`src/rtl/pipeline_hazard_ctrl.sv`:
```
// Pipeline hazard controller: load-use / RAW detection, mult/div occupancy
// tracking and a saturating stall-cycle counter for a classic 5-stage pipeline.
module pipeline_hazard_ctrl #(
   parameter int RA_W   = 5,
   parameter int FWD_EN = 1,
   parameter int MD_LAT = 4,
   parameter int CNT_W  = 16
) (
   input  logic            clk,
   input  logic            reset_n,
   input  logic [RA_W-1:0] id_rs,
   input  logic [RA_W-1:0] id_rt,
   input  logic            id_use_rs,
   input  logic            id_use_rt,
   input  logic            id_muldiv,
   input  logic            id_hilo_read,
   input  logic            id_jump,
   input  logic            ex_branch_taken,
   input  logic            ex_mem_read,
   input  logic            ex_reg_write,
   input  logic [RA_W-1:0] ex_rd,
   input  logic            mem_reg_write,
   input  logic [RA_W-1:0] mem_rd,
   output logic            pc_write,
   output logic            if_id_write,
   output logic            if_id_flush,
   output logic            id_ex_bubble,
   output logic            muldiv_start,
   output logic            muldiv_busy,
   output logic [CNT_W-1:0] stall_count
);

   localparam logic [7:0]       MD_LAT_M1 = 8'(MD_LAT - 1);
   localparam logic [CNT_W-1:0] CNT_MAX   = {CNT_W{1'b1}};
   localparam logic [CNT_W-1:0] CNT_ONE   = {{(CNT_W-1){1'b0}}, 1'b1};

   typedef enum logic [0:0] {IDLE = 1'b0, BUSY = 1'b1} md_state_e;

   md_state_e        state_q;
   logic [7:0]       cnt_q;
   logic             busy_q;
   logic [CNT_W-1:0] stall_cnt_q;
   logic [CNT_W-1:0] stall_cnt_d;

   logic ex_hz_s, mem_hz_s, load_use_s, raw_s, md_conflict_s, stall_s, start_s;

   // Register r = 0 is hardwired zero and never creates a dependency.
   function automatic logic hazard(input logic [RA_W-1:0] src, input logic use_src,
                                   input logic [RA_W-1:0] dst);
      return use_src && (src != {RA_W{1'b0}}) && (src == dst);
   endfunction

   // Hazard detection and priority resolution of the pipeline control outputs.
   always_comb begin
      ex_hz_s       = hazard(id_rs, id_use_rs, ex_rd) | hazard(id_rt, id_use_rt, ex_rd);
      mem_hz_s      = hazard(id_rs, id_use_rs, mem_rd) | hazard(id_rt, id_use_rt, mem_rd);
      load_use_s    = ex_mem_read & ex_reg_write & ex_hz_s;
      if (FWD_EN != 0) begin
         raw_s = load_use_s;
      end else begin
         raw_s = load_use_s | (ex_reg_write & ex_hz_s) | (mem_reg_write & mem_hz_s);
      end
      md_conflict_s = busy_q & (id_muldiv | id_hilo_read);
      stall_s       = (raw_s | md_conflict_s) & ~ex_branch_taken;
      start_s       = id_muldiv & ~stall_s & ~ex_branch_taken;

      if (ex_branch_taken) begin
         pc_write = 1'b1; if_id_write = 1'b1; if_id_flush = 1'b1; id_ex_bubble = 1'b1;
      end else if (stall_s) begin
         pc_write = 1'b0; if_id_write = 1'b0; if_id_flush = 1'b0; id_ex_bubble = 1'b1;
      end else if (id_jump) begin
         pc_write = 1'b1; if_id_write = 1'b1; if_id_flush = 1'b1; id_ex_bubble = 1'b0;
      end else begin
         pc_write = 1'b1; if_id_write = 1'b1; if_id_flush = 1'b0; id_ex_bubble = 1'b0;
      end
      muldiv_start = start_s;

      if (stall_s && (stall_cnt_q != CNT_MAX)) begin
         stall_cnt_d = stall_cnt_q + CNT_ONE;
      end else begin
         stall_cnt_d = stall_cnt_q;
      end
   end

   // Mult/div occupancy FSM; busy spans exactly MD_LAT cycles after issue.
   always_ff @(posedge clk or negedge reset_n) begin
      if (!reset_n) begin
         state_q <= IDLE;
         cnt_q   <= 8'd0;
         busy_q  <= 1'b0;
      end else begin
         case (state_q)
            IDLE: begin
               if (start_s) begin
                  state_q <= BUSY;
                  cnt_q   <= MD_LAT_M1;
                  busy_q  <= 1'b1;
               end else begin
                  busy_q  <= 1'b0;
               end
            end
            BUSY: begin
               if (cnt_q == 8'd0) begin
                  state_q <= IDLE;
                  busy_q  <= 1'b0;
               end else begin
                  cnt_q   <= cnt_q - 8'd1;
               end
            end
            default: begin
               state_q <= IDLE;
               cnt_q   <= 8'd0;
               busy_q  <= 1'b0;
            end
         endcase
      end
   end

   // Saturating stall-cycle counter.
   always_ff @(posedge clk or negedge reset_n) begin
      if (!reset_n) begin
         stall_cnt_q <= {CNT_W{1'b0}};
      end else begin
         stall_cnt_q <= stall_cnt_d;
      end
   end

   assign muldiv_busy = busy_q;
   assign stall_count = stall_cnt_q;

endmodule

```
`config.mk`:
```
export PLATFORM = sky130hd
export DESIGN_NAME = pipeline_hazard_ctrl
export DESIGN_NICKNAME = d
export VERILOG_FILES = /design/src/rtl/pipeline_hazard_ctrl.sv
export SDC_FILE = /design/constraint.sdc
export NUM_CORES = 1
export LEC_CHECK = 0
export CAP_MARGIN = 15
export CELL_PAD_IN_SITES_DETAIL_PLACEMENT = 2
export CELL_PAD_IN_SITES_GLOBAL_PLACEMENT = 2
export CORE_MARGIN = 3
export CORE_UTILIZATION = 24
export CTS_BUF_LIST = sky130_fd_sc_hd__clkbuf_16
export DETAILED_ROUTE_END_ITERATION = 8
export MAX_ROUTING_LAYER = met4
export PLACE_DENSITY = 0.76
export SLEW_MARGIN = 15
export SYNTH_ARGS = -nofsm -noshare
export SYNTH_HDL_FRONTEND = slang
export SYNTH_SLANG_ARGS = --single-unit
```
`constraint.sdc`:
```
create_clock -name clk -period 1.7 [get_ports clk]
set_input_delay 0.34 -clock clk [delete_from_list [all_inputs] [get_ports clk]]
set_output_delay 0.34 -clock clk [all_outputs]
set_load 0.005 [all_outputs]
```
Word level (Yosys, flattened, before mapping):

Cells that the tools add are included.

* logic and storage cells: 48
* input bits: 31
* output and inout port bits: 22
* flip-flop bits (word level): 26

* bitwise gates (word level): 12
* eq/ne operators: 6
* add/subtract/negate cells: 2
* reductions and logical operators: 9
* muxes and demuxes: 15

Operators with widths (number)
* 16-bit by 1-bit adder with 16-bit output, second input constant: 1
* 8-bit two-way mux: 2
* 16-bit != test, second input constant: 1
* 8-bit case mux with 2 select lines: 1
* 5-bit == test: 2
* 1-bit two-way mux: 10
* 5-bit nonzero test: 2
* 8-bit logical NOT: 1
* 8-bit by 1-bit subtractor with 8-bit output, second input constant: 1
* 1-bit bitwise AND: 6
* 1-bit logical AND: 5
* 2-bit != test, second input constant: 2
* 1-bit case mux with 2 select lines: 2
* 1-bit NOT: 3
* 1-bit bitwise OR: 3
* 2-bit by 1-bit != test with 1-bit output, second input constant: 1
* 2-bit AND reduction: 1

Logic depth before layout (Yosys ltp):

* depth in word-level cells: 12
* mapped depth: 7
* gate-level depth less buffers: 7

Least setup slack after synthesis:

Ideal clock, no wire load.

* path kind: register to register
* start: reg stall_cnt_q[3], in the netlist stall_count[3]
* end: reg stall_cnt_q[1], in the netlist stall_count[1]
* arrival: 1.714 ns
* cell stages (with the launch flop): 7
* setup time: 0.125 ns
* clock period less this slack: 1.839 ns
* slack: -0.139 ns
* buffers on the path: 0
* data required time: 1.575 ns
* cell sequence: dfrtp_1 -> and4_1 -> and4_1 -> and2_1 -> nor2_2 -> and2_1 -> mux2_2

* longest elaborated chain between the ends: 2

Ends and longest elaborated chain
* start: declaration: line 42 `logic [CNT_W-1:0] stall_cnt_q;`
* start signal: assignment: line 122 `stall_cnt_q <= {CNT_W{1'b0}};`
* start signal: assignment: line 124 `stall_cnt_q <= stall_cnt_d;`
* 16-bit != test: line 78 `if (stall_s && (stall_cnt_q != CNT_MAX)) begin`
* 1-bit logical AND: line 78

No other way between the ends.
A chain may end at the register's enable or synchronous reset.

Worst setup path after layout:

* start: in id_rs[1]
* end: out if_id_flush

* longest elaborated chain between the ends: 9
* elaborated cells between the ends (all ways): 10
* classes of those cells: 1 x eq/ne; 2 x mux; 4 x bitwise; 3 x reduce/logical

Ends and longest elaborated chain
* start: declaration: line 11 `input logic [RA_W-1:0] id_rs,`
* 5-bit nonzero test
* 1-bit logical AND
* 1-bit logical AND (*): line 50 `return use_src && (src != {RA_W{1'b0}}) && (src == dst);`
* 1-bit bitwise OR (*): line 55 `ex_hz_s = hazard(id_rs, id_use_rs, ex_rd) | hazard(id_rt, id_use_rt, ex_rd);`
* 1-bit bitwise AND (*): line 57 `load_use_s = ex_mem_read & ex_reg_write & ex_hz_s;`
* 1-bit bitwise OR (*): line 64 `stall_s = (raw_s | md_conflict_s) & ~ex_branch_taken;`
* 1-bit bitwise AND (*): line 64
* 1-bit two-way mux (*): line 69 `end else if (stall_s) begin`
* 1-bit two-way mux (*): line 67 `if (ex_branch_taken) begin`
* end: declaration: line 26 `output logic if_id_flush,`

Mark *: on every way between the ends. The rest lies on a longest branch, timed or not.

==> flow_metrics.py <==
metrics = {
    "floorplan": {
        "start_util": 0.251,
        "die_area_um2": 7260,
        "std_cell_rows": 28,
        "io_pins": 53,
        "fp.dieH_um": 85.2,
        "core_um2": 5990,
        "die_x_um": 85.2,
    },
    "sta": {
        "setup_viol": 9,
        "slew_viol_final": 0,
        "final.min_clock_period_ps": 1880,
        "max_freq_mhz": 532,
        "post-route-period-util": 1.11,
        "clock_skew_ps": 5.19,
        "setup_slack_ps": -181,
        "tightestPinTransition_ps": 382,
        "rsz0062_at_grt": "yes",
        "hold_viol_final": 0,
        "slew_headroom": 0.745,
    },
    "grt": {
        "grt_antenna_before_repair": 0,
        "grt_usage": 0.182,
        "grt_overflow": 0,
        "grt_pass1_wl_um": 10200,
        "grt_pass1_vias": 1877,
        "grt_max_degree": 27,
    },
    "detailed_routing": {
        "dr.pass1.iters": 4,
        "drt_iter0_markers": 39,
        "drt-wirelength-per-cell_um": 20.2,
        "viasPerCell": 4.88,
        "drc_errors": 0,
        "via_count": 1591,
        "postRouteWirelength_um": 6600,
        "ant_nets": 0,
    },
    "clock_tree": {
        "root_buffer": "clkbuf_16",
        "numClockSinks": 26,
        "cts_tree": "built",
        "cts-htree-levels": 1,
        "cts_buffers": 3,
        "clockBufferDepth": 2,
        "clock_latency_ps": 260,
        "path_clk_slew_ps": 70,
    },
    "place": {
        "dp_cells": 312,
        "placed_area_um2": 2340,
        "place_congestion": 0.803,
        "portBuffers": 46,
        "dp_hpwl_um": 4070,
    },
    "setup_path": {
        "crit_required_ps": 1360,
        "crit_fanout": 2,
        "critPathArrivalTime_ps": 1540,
        "end_kind": "primary output",
        "path_class": "in -> out",
        "rrSetupSlack_ps": -40,
        "start_kind": "primary input",
    },
    "layout": {
        "mostFrequentLayoutCells": "37 x buf_4, 26 x dfrtp_1, 20 x clkdlybuf4s50_1, 18 x buf_6",
        "fin_nets": 286,
        "layout.cells.non_filler": 326,
        "final_util": 0.485,
        "drive_gt1_frac": 0.550,
        "areaGrowthSynthToFinish_pct": 92.7,
        "final_common_cell": "buf_4",
        "design_area_um2": 2900,
        "diodes": 0,
    },
    "logic_synthesis": {
        "yosysWarnings": 0,
        "synthFlopType": "dfrtp_1",
        "synth_top_area_share": 0.432,
        "ys_ff_latch": 26,
        "syn_nets": 190,
        "synth_area_leaders": "dfrtp_1 43%, xnor2_1 9.9%, nand3_1 5.0%, nand2_1 3.7%, nor3_1 3.7%",
        "netlist_area_um2": 1510,
        "synthArstFlopShare": 1.00,
        "ys_types": 37,
        "synth_edf_count": 0,
        "avgSynthCellArea_um2": 9.60,
        "post-synth-top-area-cell": "dfrtp_1",
        "ys_seq_area_frac": 0.432,
        "syn-instance-count": 157,
    },
    "status": {
        "violations": "setup timing",
        "status": "complete, but fails checks",
    },
    "power_and_ir_drop": {
        "power_density_nw_per_um2": 712,
        "power_mw": 2.07,
        "vdd_ir_drop_max_mv": 0.527,
        "leakage_nw": 1.24,
    },
    "worst_hold_path": {
        "hold_class": "in -> async",
    },
    "flow_run": {
        "maxCapViolCount": 0,
    },
}
-- power by group --
part / switching (mW) / leakage, nW / internal (mW)
Sequential: 0.0647 / 0.327 / 0.693
Clock: 0.226 / 0.0370 / 0.313
Combinational: 0.308 / 0.874 / 0.463
Total: 0.599 / 1.24 / 1.47
-- stage by stage --
step | setup WS [ps] | setup TNS [ps] | hold WS (ps)
2_1_floorplan | -41.8 | -151 | 44.4
3_3_place_gp | -800 | -18110 | 478
3_5_place_dp | -898 | -21340 | 495
4_1_cts | -140 | -485 | 478
5_1_grt | -260 | -3050 | 497
6_report | -181 | -908 | 458
-- cell families after synthesis --
kind of cell	count (synthesis)	synth area share
flops	26	0.432
xor+xnor	23	0.134
simple gates	82	0.293
buf+inv	8	0.0282
mux	3	0.0216
fa+ha+maj	2	0.0166
compound gates	13	0.0748
-- per-layer routing --
layer / up-vias / wire, um / part of all wire / track usage
met4: 0 / 65 / 0.0099 / 0.0388
met5: - / 0 / 0 / -
met1: 809 / 2490 / 0.38 / 0.213
met3: 6 / 127 / 0.019 / 0.0252
met2: 31 / 3910 / 0.59 / 0.331
li1: 745 / - / - / -
-- flip-flops by register name (all words and copies together), names as in the netlist --
signal       flops
stall_count     16
cnt_q            8
muldiv_busy      1
state_q          1
-- worst paths after layout --
check | from | to | cells after the start
worst max-delay path | id_rs[1] | if_id_flush | 7
worst min-delay path | reset_n | muldiv_busy | 2
worst max register to register | cnt_q[2] | cnt_q[5] | 4
worst min register to register | stall_count[15] | stall_count[15] | 1
max in group asynchronous | reset_n | stall_count[9] | 2
min in group clk | stall_count[15] | stall_count[15] | 1
-- Yosys cell counts, types with 2 or more instances --
master	count
dfrtp_1	26
xnor2_1	17
nand2_1	15
nand3_1	15
nor3_1	11
nor2_1	10
xor2_1	6
a31o_1	4
and2_1	4
and3_1	4
inv_1	4
or3_1	4
nand4_1	3
or2_2	3
and4_1	2
ha_1	2
mux2_2	2
nand2b_1	2
nand3b_1	2
nor3b_1	2
nor4_1	2
o21ai_0	2
-- layout make-up --
| type | count | area (um2) |
|---|---|---|
| Clock buffer | 3 | 75.1 |
| Fill cell | 626 | 3090 |
| Timing Repair Buffer | 95 | 868 |
| Sequential cell | 26 | 651 |
| Tap cell | 75 | 93.8 |
| Inverter | 4 | 17.5 |
| Multi-Input combinational cell | 123 | 1200 |
-- critical path: stages --
cell and delay [ps]:
buf_8 110, xor2_2 180, nor3_2 210, nand4_1 210
buf_4 200, a41o_1 160, buf_2 130
-- timing repair --
action / in CTS / in global routing
hold buffers: 0 / 0
resized for setup: 137 / 62
buffers inserted: 10 / 3
pin swaps: 28 / 22
setup endpoints to repair: 31 / 31
Power figures use the tool's default switching activity.
